===== src/rtl/fine_delay_line.sv =====
// Fine delay line: delays a {ce, data} sample stream by 0..MAX_DELAY clock
// cycles. The delay changes only when no strobe can be dropped or repeated.
// Optional macro FINE_DELAY_HOLD_EN: data_o holds its value between ce_o pulses.
module fine_delay_line #(
  parameter int unsigned WIDTH      = 14,
  parameter int unsigned DELAY_BITS = 3
) (
  input  logic                  clk_i,
  input  logic                  rst_ni,
  input  logic                  ce_i,
  input  logic [DELAY_BITS-1:0] delay_i,
  input  logic [WIDTH-1:0]      data_i,
  output logic                  ce_o,
  output logic [WIDTH-1:0]      data_o,
  output logic [DELAY_BITS-1:0] delay_o
);

  localparam int unsigned MAX_DELAY = (1 << DELAY_BITS) - 1;

  // Stage k holds the sample taken k cycles ago. A strobe's ce bit is cleared
  // once the output stage has taken it, so a later delay change cannot emit
  // it a second time and the idle test only sees strobes still in flight.
  logic [MAX_DELAY:1]    sr_ce;
  logic [WIDTH-1:0]      sr_data [1:MAX_DELAY];
  logic [DELAY_BITS-1:0] pending;

  logic                  in_flight;
  logic                  update;
  logic                  bypass;
  logic [DELAY_BITS-1:0] sel;
  logic                  tap_ce;
  logic [WIDTH-1:0]      tap_data;

  // Update detection and tap selection. A strobe arriving on an update cycle
  // that switches to delay 0 goes straight to the output stage, so it leaves
  // with the new delay instead of being stranded in stage 1.
  always_comb begin
    in_flight = |sr_ce;
    update    = ce_o | (~ce_i & ~in_flight);
    bypass    = update && (pending == '0);
    sel       = bypass ? '0 : delay_o;
    tap_ce    = ce_i;
    tap_data  = data_i;
    for (int unsigned k = 1; k <= MAX_DELAY; k++) begin
      if (sel == DELAY_BITS'(k)) begin
        tap_ce   = sr_ce[k];
        tap_data = sr_data[k];
      end
    end
  end

  // Shift register, delay bookkeeping and registered output stage.
  always_ff @(posedge clk_i) begin
    if (!rst_ni) begin
      sr_ce   <= '0;
      for (int unsigned k = 1; k <= MAX_DELAY; k++) begin
        sr_data[k] <= '0;
      end
      pending <= '0;
      delay_o <= '0;
      ce_o    <= 1'b0;
      data_o  <= '0;
    end else begin
      sr_ce[1]   <= ce_i & (sel != '0);
      sr_data[1] <= data_i;
      for (int unsigned k = 2; k <= MAX_DELAY; k++) begin
        sr_ce[k]   <= sr_ce[k-1] & (sel != DELAY_BITS'(k - 1));
        sr_data[k] <= sr_data[k-1];
      end
      pending <= delay_i;
      if (update) begin
        delay_o <= pending;
      end
      ce_o <= tap_ce;
`ifdef FINE_DELAY_HOLD_EN
      if (tap_ce) begin
        data_o <= tap_data;
      end
`else
      data_o <= tap_data;
`endif
    end
  end

endmodule


===== config.mk =====
export PLATFORM = sky130hd
export DESIGN_NAME = fine_delay_line
export DESIGN_NICKNAME = d
export VERILOG_FILES = /design/src/rtl/fine_delay_line.sv
export SDC_FILE = /design/constraint.sdc
export NUM_CORES = 1
export LEC_CHECK = 0
export BUFFER_PORTS_ARGS = -buffer_cell sky130_fd_sc_hd__buf_2
export CORE_MARGIN = 5
export CORE_UTILIZATION = 51
export CTS_BUF_LIST = sky130_fd_sc_hd__clkbuf_2
export CTS_CLUSTER_DIAMETER = 30
export CTS_CLUSTER_SIZE = 12
export DETAILED_ROUTE_END_ITERATION = 16
export MAX_ROUTING_LAYER = met4
export PLACE_DENSITY = 0.69
export SYNTH_ARGS = -nofsm -noshare
export SYNTH_HDL_FRONTEND = slang
export SYNTH_SLANG_ARGS = --single-unit

===== constraint.sdc =====
create_clock -name clk_i -period 2.6 [get_ports clk_i]
set_clock_uncertainty 0.05 [all_clocks]
set_input_delay 0.26 -clock clk_i [delete_from_list [all_inputs] [get_ports clk_i]]
set_output_delay 0.26 -clock clk_i [all_outputs]
set_load 0.005 [all_outputs]

**Word level (Yosys, flattened, before mapping)**

Memories as Yosys holds them, arrays and structs flattened.
Index checks and enable logic that the tools add are counted.

- Register bits after elaboration: 28
- RAM bits: 98
- Input port bits: 20
- Logic and storage cells: 65
- Memories kept: 1

- Eq/ne operators: 13
- Mux-type cells: 24
- Bitwise gates (word level): 18
- Reductions and logical operators: 4

Memory list:

| memory | words | bits a word | rd ports | clocked after memory_dff | wr ports | RTL line | text |
|---|---|---|---|---|---|---|---|
| sr_data | 7 | 14 | 7 | 0 | 7 | 24 | `logic [WIDTH-1:0] sr_data [1:MAX_DELAY];` |

Operators by type and width:

| kind | count |
|---|---|
| 2-to-1 mux 14 bit | 14 |
| equality test 3 bit, second input constant | 4 |
| 2-to-1 mux 1 bit | 9 |
| inequality test 3 bit, second input constant | 3 |
| bitwise AND 1 bit | 8 |
| OR 1 bit | 8 |
| OR reduction 7 bit | 1 |
| equality test 3 x 2 -> 1 bit, second input constant | 2 |
| inequality test 3 x 2 -> 1 bit, second input constant | 2 |
| equality test 3 x 1 -> 1 bit, second input constant | 1 |
| logical NOT 3 bit | 1 |
| 2-to-1 mux 3 bit | 1 |
| inequality test 3 x 1 -> 1 bit, second input constant | 1 |
| nonzero test 3 bit | 1 |
| NOT 1 bit | 2 |
| logical AND 1 bit | 1 |

**Longest topological paths before layout**

Gate-level depths: netlist (run 1).

- Depth after elaboration: 14
- Mapped depth: 8
- Depth with buffers taken out: 5

**Worst setup path after synthesis (run 1)**

OpenSTA, ideal clock, no wires.

- Path type: register to register
- From: register sr_ce[7] (netlist name)
- To: register ce_o
- Setup time: 0.120 ns
- Arrival: 1.749 ns
- Data required time: 2.430 ns
- Setup slack: 0.681 ns
- Cell stages (with the launch flop): 7
- Cell sequence: dfxtp_1 -> or4_4 -> o21ba_4 -> nor2_8 -> buf_6 -> nor3_1 -> a211o_1

- Cells in the longest elaborated chain, start to end: 14

Ends and longest elaborated chain:

| element | RTL line | text |
|---|---|---|
| from (decl) | 23 | `logic [MAX_DELAY:1] sr_ce;` |
| from (signal, indexed assignment) | 67 | `sr_ce[k] <= sr_ce[k-1] & (sel != DELAY_BITS'(k - 1));` |
| OR reduction 7 bit | 38 | `in_flight = \|sr_ce;` |
| NOT 1 bit | 39 | `update = ce_o \| (~ce_i & ~in_flight);` |
| bitwise AND 1 bit | 39 |  |
| OR 1 bit | 39 |  |
| logical AND 1 bit | 40 | `bypass = update && (pending == '0);` |
| 2-to-1 mux 3 bit | 41 | `sel = bypass ? '0 : delay_o;` |
| equality test 3 x 1 -> 1 bit | 45 | `if (sel == DELAY_BITS'(k)) begin` |
| 2-to-1 mux 1 bit (6 in series) | 45 |  |
| 2-to-1 mux 1 bit (*) | 45 |  |
| to (signal assigned) | 74 | `ce_o <= tap_ce;` |
| to (decl) | 13 | `output logic ce_o,` |

Mark *: on every way between the ends. The rest lies on a longest branch, timed or not.
A chain may end at the register's enable or synchronous reset.

**Worst setup path after layout (run 1)**

- From: register sr_ce[2] (netlist name)
- To: register data_o[2]

- Cells in the longest elaborated chain, start to end: 14

Ends and longest elaborated chain:

| element | RTL line | text |
|---|---|---|
| OR reduction 7 bit (*) | 38 |  |
| NOT 1 bit (*) | 39 |  |
| bitwise AND 1 bit (*) | 39 |  |
| OR 1 bit (*) | 39 |  |
| logical AND 1 bit (*) | 40 |  |
| 2-to-1 mux 3 bit (*) | 41 |  |
| equality test 3 x 1 -> 1 bit | 45 |  |
| 2-to-1 mux 14 bit (6 in series) | 45 |  |
| 2-to-1 mux 14 bit (*) | 45 |  |
| to (signal assigned) | 80 | `data_o <= tap_data;` |
| to (decl) | 14 | `output logic [WIDTH-1:0] data_o,` |

Marked as above.

==> reports/summary.json, run 1 <==
{
  "run_status": "completed",
  "ios": 38,
  "timing.critical_path.from_type": "flop",
  "arrival_ns": 2.80,
  "synth.largest_area_cell": "dfxtp_1",
  "antenna-diode-count": 0,
  "fillCellCount": 847,
  "min_path_type": "input port to flop",
  "report.final.hold_viol_count": 0,
  "drc": 0,
  "post-cts-setup-buffer-count": 0,
  "number_of_antenna_violations_at_the_first_check_in_global_routing": 0,
  "drt.antenna.violating_nets": 0,
  "crit_fanout": 15,
  "timing.final.crit_period_ns": 2.320,
  "grt_usage_pct": 20.23,
  "avgSynthCellArea_sq_um": 10.25,
  "yosys_register_bits": 126,
  "number_of_vias_per_cell": 5.369,
  "final-setup-viol-count": 0,
  "post_route_cells_drive_above_1_share_pct": 19.34,
  "report.final.slew_viol_count": 0,
  "grt_first_pass_wirelength_mm": 17.73,
  "overflow": 0,
  "worst_setup_path_end_kind": "flop",
  "postSynth.topFlopCell": "dfxtp_1",
  "synthesis.nets": 500,
  "cts_root_buf": "clkbuf_2",
  "placed_cells": 623,
  "timing.reg2reg.setup_slack_ns": 0.28,
  "wirelength_mm": 10.91,
  "synth.cell_area_sq_um": 4920,
  "criticalPathCategory": "flop to flop",
  "synth_warnings": 0,
  "cts_htree_levels": 4,
  "routed_wire_length_per_instance_um": 16.23,
  "ir_drop_mv": 0.3598,
  "beginning_of_the_worst_register_to_register_path": "sr_ce[2]",
  "fmax_ghz": 0.4311,
  "yosys-top-cells-count": "126 x dfxtp_1, 101 x and2_1, 23 x clkbuf_1",
  "grt_max_degree": 78,
  "cts.reportedPaths.clkPinSlew_ns": 0.20,
  "slowest_stage": "or4_4",
  "max-slew-margin-rel_pct": 61.12,
  "cp_cell_sequence": "or4_4, o21ba_4, o21ai_4, o21ai_0, o31ai_1",
  "initial_utilization_pct": 52.74,
  "yosys-top-cells-area": "dfxtp_1 51%, and2_1 13%, mux2i_1 3.1%",
  "drv.max_cap_violation_count": 0,
  "floorplan.core_area_sq_um": 9328,
  "finalNonFillerCells": 672,
  "final_util_pct": 58.98,
  "initial_drt_markers": 211,
  "gpl.final_weighted_congestion": 0.8298,
  "sum_of_negative_setup_slack_ns": 0,
  "design.die.area_sq_um": 11710,
  "fp-row-count": 35,
  "first_global_vias": 3515,
  "postLayoutSetupSlackWorst_ns": 0.2804,
  "ctsLongestPathBuffers": 2,
  "post-route-period-util_pct": 89.21,
  "postSynth.asyncResetShare_pct": 0,
  "number_of_port_buffers": 37,
  "die_height_um": 108.2,
  "synth_enable_flop_cells": 0,
  "clock_sink_count": 126,
  "flow.area_growth_from_synthesis_pct": 11.83,
  "worstReg2RegEnd": "data_o[2]",
  "rsz0062_at_grt": "no",
  "worst_path_largest_cell_delay_ns": 0.59,
  "num-nets-final": 551,
  "synth_top_area_share_pct": 51.27,
  "dp_worst_setup_slack_ns": 0.2768,
  "unique_masters_post_synth": 49,
  "drt_pre_antenna_iters": 5,
  "cts_tree": "built",
  "crit_start": "sr_ce[2]",
  "timing_worst_slew_pin_value_ns": 0.5798,
  "worstRegToRegCells": 5,
  "part_of_the_yosys_area_used_for_sequential_elements_pct": 51.27,
  "route.vias.total": 3608,
  "netlist_instances": 480,
  "crit_path_end": "data_o[2]",
  "synth_most_common_cell": "dfxtp_1",
  "p_per_area_nw_per_um2": 615.7,
  "data_required_time_at_the_worst_endpoint_ns": 3.08,
  "place.detailed.hpwl_mm": 7.236,
  "die_w_um": 108.2,
  "hold-worst-slack_ns": 0.1423,
  "total_leakage_power_uw": 0.002178,
  "clkLatencyLatePin_ns": 0.64,
  "cts_buffers": 17
}
power by group:
| group | internal [uW] | switching (uW) |
|---|---|---|
| clock network | 243 | 731 |
| logic | 163 | 212 |
| registers | 2000 | 36.8 |
| total | 2410 | 980 |
cells in the final DEF (no fill, tap or decap), types with 5 or more instances in the layout:
cell,instances
dfxtp_1,126
and2_1,101
buf_2,37
nor2_1,20
o21ai_0,20
dlygate4sd3_1,18
clkbuf_2,17
inv_1,15
mux2i_1,15
a21oi_1,15
buf_4,15
a211oi_1,14
o2bb2ai_1,14
a22oi_1,14
o31ai_1,13
nand2_1,10
o32a_1,9
o21ai_1,8
clkinv_2,5
final cells by class:
class	instances	area, sq um	area share (%)
sequential	126	2522	45.85
multi-input combinational	301	2102	38.21
timing repair buffer	70	478.0	8.688
tap	129	161.4	2.934
clock inverter	14	96.34	1.751
clock buffer	17	85.08	1.547
inverter	15	56.30	1.023
state kept, by name, summed over array words and instances (netlist names):
register and flops:
ce_o 1, data_o 14, delay_o 3, pending 3
sr_ce 7, sr_data 98
worst max-delay path: cells and delay by family, from the launching register on:
kind            cells  cell delay, ns
compound gates      4            1.19
simple gates        1            0.59
flops               1            0.37
worst min-delay path by stage:
stage	from	endpoint	slack, ns	cells past startpoint
after global routing	rst_ni	delay_o[2]	0.07	3
after detailed placement	sr_data[0][29]	sr_data[0][43]	0.38	1
after global placement	sr_data[0][30]	sr_data[0][44]	0.38	1
after CTS	rst_ni	delay_o[2]	0.09	3
after floorplan	data_i[0]	sr_data[0][14]	0.33	1
final	rst_ni	delay_o[2]	0.14	3
per-stage QoR:
stage,area (sq um),total power [uW]
finish,5502,3387
floorplan,4920,2314
global placement,5136,2422
detailed placement,5136,2430
CTS,5498,3412
global route,5502,3545
routing by layer:
| layer | vias up | GRT usage [%] | wire length (um) |
|---|---|---|---|
| li1 | 1790 | - | - |
| met1 | 1709 | 27.31 | 5459 |
| met2 | 99 | 30.24 | 4895 |
| met5 | - | - | 0 |
| met3 | 10 | 4.418 | 462 |
| met4 | 0 | 6.763 | 90 |
what timing repair did:
action,in CTS,in global routing
hold buffers,18,0
resized for setup,0,1
endpoints found under the hold margin,19,0
setup endpoints to repair,0,2
kinds of logic after synthesis:
family,count (synthesis),share of synthesized area (%)
buffers and inverters,53,6.180
multiplexers,16,3.510
AO/OA/AOI/OAI,137,21.21
flip-flops,126,51.27
AND/OR/NAND/NOR,148,17.83
Note: power is estimated with default switching activity, not from simulation.
==> inputs of run 2 (changes only) <==
--- a/config.mk
+++ b/config.mk
@@ -7,13 +7,12 @@
 export LEC_CHECK = 0
 export BUFFER_PORTS_ARGS = -buffer_cell sky130_fd_sc_hd__buf_2
 export CORE_MARGIN = 5
-export CORE_UTILIZATION = 51
+export CORE_UTILIZATION = 40
 export CTS_BUF_LIST = sky130_fd_sc_hd__clkbuf_2
 export CTS_CLUSTER_DIAMETER = 30
 export CTS_CLUSTER_SIZE = 12
 export DETAILED_ROUTE_END_ITERATION = 16
 export MAX_ROUTING_LAYER = met4
-export PLACE_DENSITY = 0.69
 export SYNTH_ARGS = -nofsm -noshare
 export SYNTH_HDL_FRONTEND = slang
 export SYNTH_SLANG_ARGS = --single-unit
==> reports/summary.json, run 2 (synthesized netlist as in run 1, its figures left out) <==
{
  "run_status": {"value": "completed", "change": "unchanged"},
  "cp_cell_sequence": {"value": "or4_4, o21bai_4, a211o_1, o32a_1, o31ai_1", "change": "was or4_4, o21ba_4, o21ai_4, o21ai_0, o31ai_1"},
  "final-seq-area": {"value": 2522, "unit": "sq um", "change": "unchanged"},
  "design.die.area": {"value": 14620, "unit": "sq um", "change": "was 11710 sq um"},
  "ir_drop": {"value": 0.3436, "unit": "mV", "change": "was 0.3598 mV"},
  "number_of_port_buffers": {"value": 37, "change": "unchanged"},
  "initial_drt_markers": {"value": 268, "change": "was 211"},
  "number_of_vias_per_cell": {"value": 5.164, "change": "was 5.369"},
  "rsz0062_at_grt": {"value": "no", "change": "unchanged"},
  "cts_root_buf": {"value": "clkbuf_2", "change": "unchanged"},
  "largest_register_ffs": {"value": 98, "change": "unchanged"},
  "report.final.slew_viol_count": {"value": 0, "change": "unchanged"},
  "clock_sink_count": {"value": 126, "change": "unchanged"},
  "gpl.final_weighted_congestion": {"value": 0.8497, "change": "was 0.8298"},
  "fp-row-count": {"value": 40, "change": "was 35"},
  "sum_of_negative_setup_slack": {"value": 0, "unit": "ns", "change": "unchanged"},
  "postCtsResizedCells": {"value": 0, "change": "unchanged"},
  "die_height": {"value": 120.9, "unit": "um", "change": "was 108.2 um"},
  "drv.max_cap_violation_count": {"value": 0, "change": "unchanged"},
  "crit_fanout": {"value": 14, "change": "was 15"},
  "wirelength": {"value": 11.29, "unit": "mm", "change": "was 10.91 mm"},
  "routed_wire_length_per_instance": {"value": 16.13, "unit": "um", "change": "was 16.23 um"},
  "grt_first_pass_wirelength": {"value": 18.55, "unit": "mm", "change": "was 17.73 mm"},
  "placedInstanceArea": {"value": 5174, "unit": "sq um", "change": "was 5136 sq um"},
  "final_design_area_no_fill": {"value": 5575, "unit": "sq um", "change": "was 5502 sq um"},
  "number_of_antenna_violations_at_the_first_check_in_global_routing": {"value": 1, "change": "was 0"},
  "crit_path_end": {"value": "data_o[0]", "change": "was data_o[2]"},
  "total_leakage_power": {"value": 0.002209, "unit": "uW", "change": "was 0.002178 uW"},
  "final-setup-viol-count": {"value": 0, "change": "unchanged"},
  "worst_setup_path_end_kind": {"value": "flop", "change": "unchanged"},
  "grt_usage": {"value": 16.59, "unit": "%", "change": "was 20.23%"},
  "num-nets-final": {"value": 559, "change": "was 551"},
  "timing.reg2reg.setup_slack": {"value": 0.24, "unit": "ns", "change": "was 0.28 ns"},
  "initial_utilization": {"value": 40.96, "unit": "%", "change": "was 52.74%"},
  "footprint_of_the_multi_input_gates": {"value": 2098, "unit": "sq um", "change": "was 2102 sq um"},
  "beginning_of_the_worst_register_to_register_path": {"value": "sr_ce[1]", "change": "was sr_ce[2]"},
  "final_common_cell": {"value": "dfxtp_1", "change": "unchanged"},
  "cts_buffers": {"value": 17, "change": "unchanged"},
  "report.final.hold_viol_count": {"value": 0, "change": "unchanged"},
  "cts_tree": {"value": "built", "change": "unchanged"},
  "timing.critical_path.from_type": {"value": "flop", "change": "unchanged"},
  "post-cts-setup-buffer-count": {"value": 0, "change": "unchanged"},
  "worstRegToRegCells": {"value": 5, "change": "unchanged"},
  "worstReg2RegEnd": {"value": "data_o[0]", "change": "was data_o[2]"},
  "drt_pre_antenna_iters": {"value": 5, "change": "unchanged"},
  "place.detailed.hpwl": {"value": 7.475, "unit": "mm", "change": "was 7.236 mm"},
  "die_w": {"value": 120.9, "unit": "um", "change": "was 108.2 um"},
  "data_required_time_at_the_worst_endpoint": {"value": 3.09, "unit": "ns", "change": "was 3.08 ns"},
  "largest-register": {"value": "sr_data", "change": "unchanged"},
  "crit_start": {"value": "sr_ce[1]", "change": "was sr_ce[2]"},
  "min_path_type": {"value": "input port to flop", "change": "unchanged"},
  "route.vias.total": {"value": 3615, "change": "was 3608"},
  "cts_htree_levels": {"value": 4, "change": "unchanged"},
  "worst_path_largest_cell_delay": {"value": 0.60, "unit": "ns", "change": "was 0.59 ns"},
  "overflow": {"value": 0, "change": "unchanged"},
  "slowest_stage": {"value": "or4_4", "change": "unchanged"},
  "p_per_area": {"value": 598.5, "unit": "nW/um^2", "change": "was 615.7 nW/um^2"},
  "final_cell_mix": {"value": "126 x dfxtp_1, 101 x and2_1, 37 x buf_2, 24 x dlygate4sd3_1, 22 x clkbuf_2", "change": "was 126 x dfxtp_1, 101 x and2_1, 37 x buf_2, 20 x nor2_1, 20 x o21ai_0"},
  "post-route-period-util": {"value": 90.88, "unit": "%", "change": "was 89.21%"},
  "clkLatencyLatePin": {"value": 0.66, "unit": "ns", "change": "was 0.64 ns"},
  "criticalPathCategory": {"value": "flop to flop", "change": "unchanged"},
  "grt_max_degree": {"value": 71, "change": "was 78"},
  "floorplan.core_area": {"value": 12010, "unit": "sq um", "change": "was 9328 sq um"},
  "arrival": {"value": 2.85, "unit": "ns", "change": "was 2.80 ns"},
  "timing.final.crit_period": {"value": 2.363, "unit": "ns", "change": "was 2.320 ns"},
  "power": {"value": 3337, "unit": "uW", "change": "was 3387 uW"},
  "max-slew-margin-rel": {"value": 35.01, "unit": "%", "change": "was 61.12%"},
  "drt.antenna.violating_nets": {"value": 0, "change": "unchanged"},
  "post_route_cells_drive_above_1_share": {"value": 18.66, "unit": "%", "change": "was 19.34%"},
  "drc": {"value": 0, "change": "unchanged"},
  "cts_hold_buf": {"value": 24, "change": "was 18"},
  "ctsLongestPathBuffers": {"value": 2, "change": "unchanged"},
  "flow.area_growth_from_synthesis": {"value": 13.33, "unit": "%", "change": "was 11.83%"},
  "fillCellCount": {"value": 1163, "change": "was 847"},
  "top_regs": {"value": "sr_data (98), data_o (14), sr_ce (7)", "change": "unchanged"},
  "cts.reportedPaths.clkPinSlew": {"value": 0.16, "unit": "ns", "change": "was 0.20 ns"},
  "first_global_vias": {"value": 3488, "change": "was 3515"},
  "timing_worst_slew_pin_value": {"value": 0.9727, "unit": "ns", "change": "was 0.5798 ns"},
  "ios": {"value": 38, "change": "unchanged"},
  "fmax": {"value": 0.4232, "unit": "GHz", "change": "was 0.4311 GHz"}
}
run 2: worst min-delay path by stage:
stage                   startpoint              end  slack [ns]  cells past startpoint
floorplan                data_i[0]   sr_data[0][14]        0.33                      1
global placement    sr_data[0][87]  sr_data[0][101]        0.38                      1
detailed placement  sr_data[0][31]   sr_data[0][45]        0.39                      1
CTS                     data_i[11]   sr_data[0][25]        0.23                      3
global route            data_i[11]   sr_data[0][25]        0.22                      3
finish                  data_i[11]   sr_data[0][25]        0.29                      3
run 2: cell type report:
cell class / count / area share (%)
inverter: 15 / 1.010
tap: 147 / 3.299
antenna: 1 / 0.04488
multi-input combinational: 301 / 37.63
timing repair buffer: 78 / 9.919
clock inverter: 10 / 0.8752
sequential: 126 / 45.24
clock buffer: 22 / 1.975
run 2: per-stage QoR:
stage	worst slack, ns	std cells	hold slack, ns	util (%)
finish	0.2372	700	0.2897	46.42
global route	0.1125	700	0.2194	46.42
CTS	0.2638	699	0.2284	46.40
detailed placement	0.2525	643	0.3870	43.07
global placement	0.2450	643	0.3847	43.07
floorplan	0.6814	480	0.3317	-
run 2: power breakdown:
group	internal (uW)	total, uW	leakage (uW)	switching, uW
registers	2000	2040	0.00103	35.1
clock network	246	916	0.000111	671
logic	172	385	0.00107	213
run 2: critical path: cells and delay by family (launching register included):
kind	cells	cell delay, ns
compound gates	4	1.20
simple gates	1	0.60
flops	1	0.39
run 2: routing by layer:
| layer | routed length, um | GRT usage, % |
|---|---|---|
| met1 | 5589 | 22.96 |
| met2 | 5092 | 23.86 |
| met3 | 531 | 4.476 |
| met4 | 75 | 4.745 |
| met5 | 0 | - |
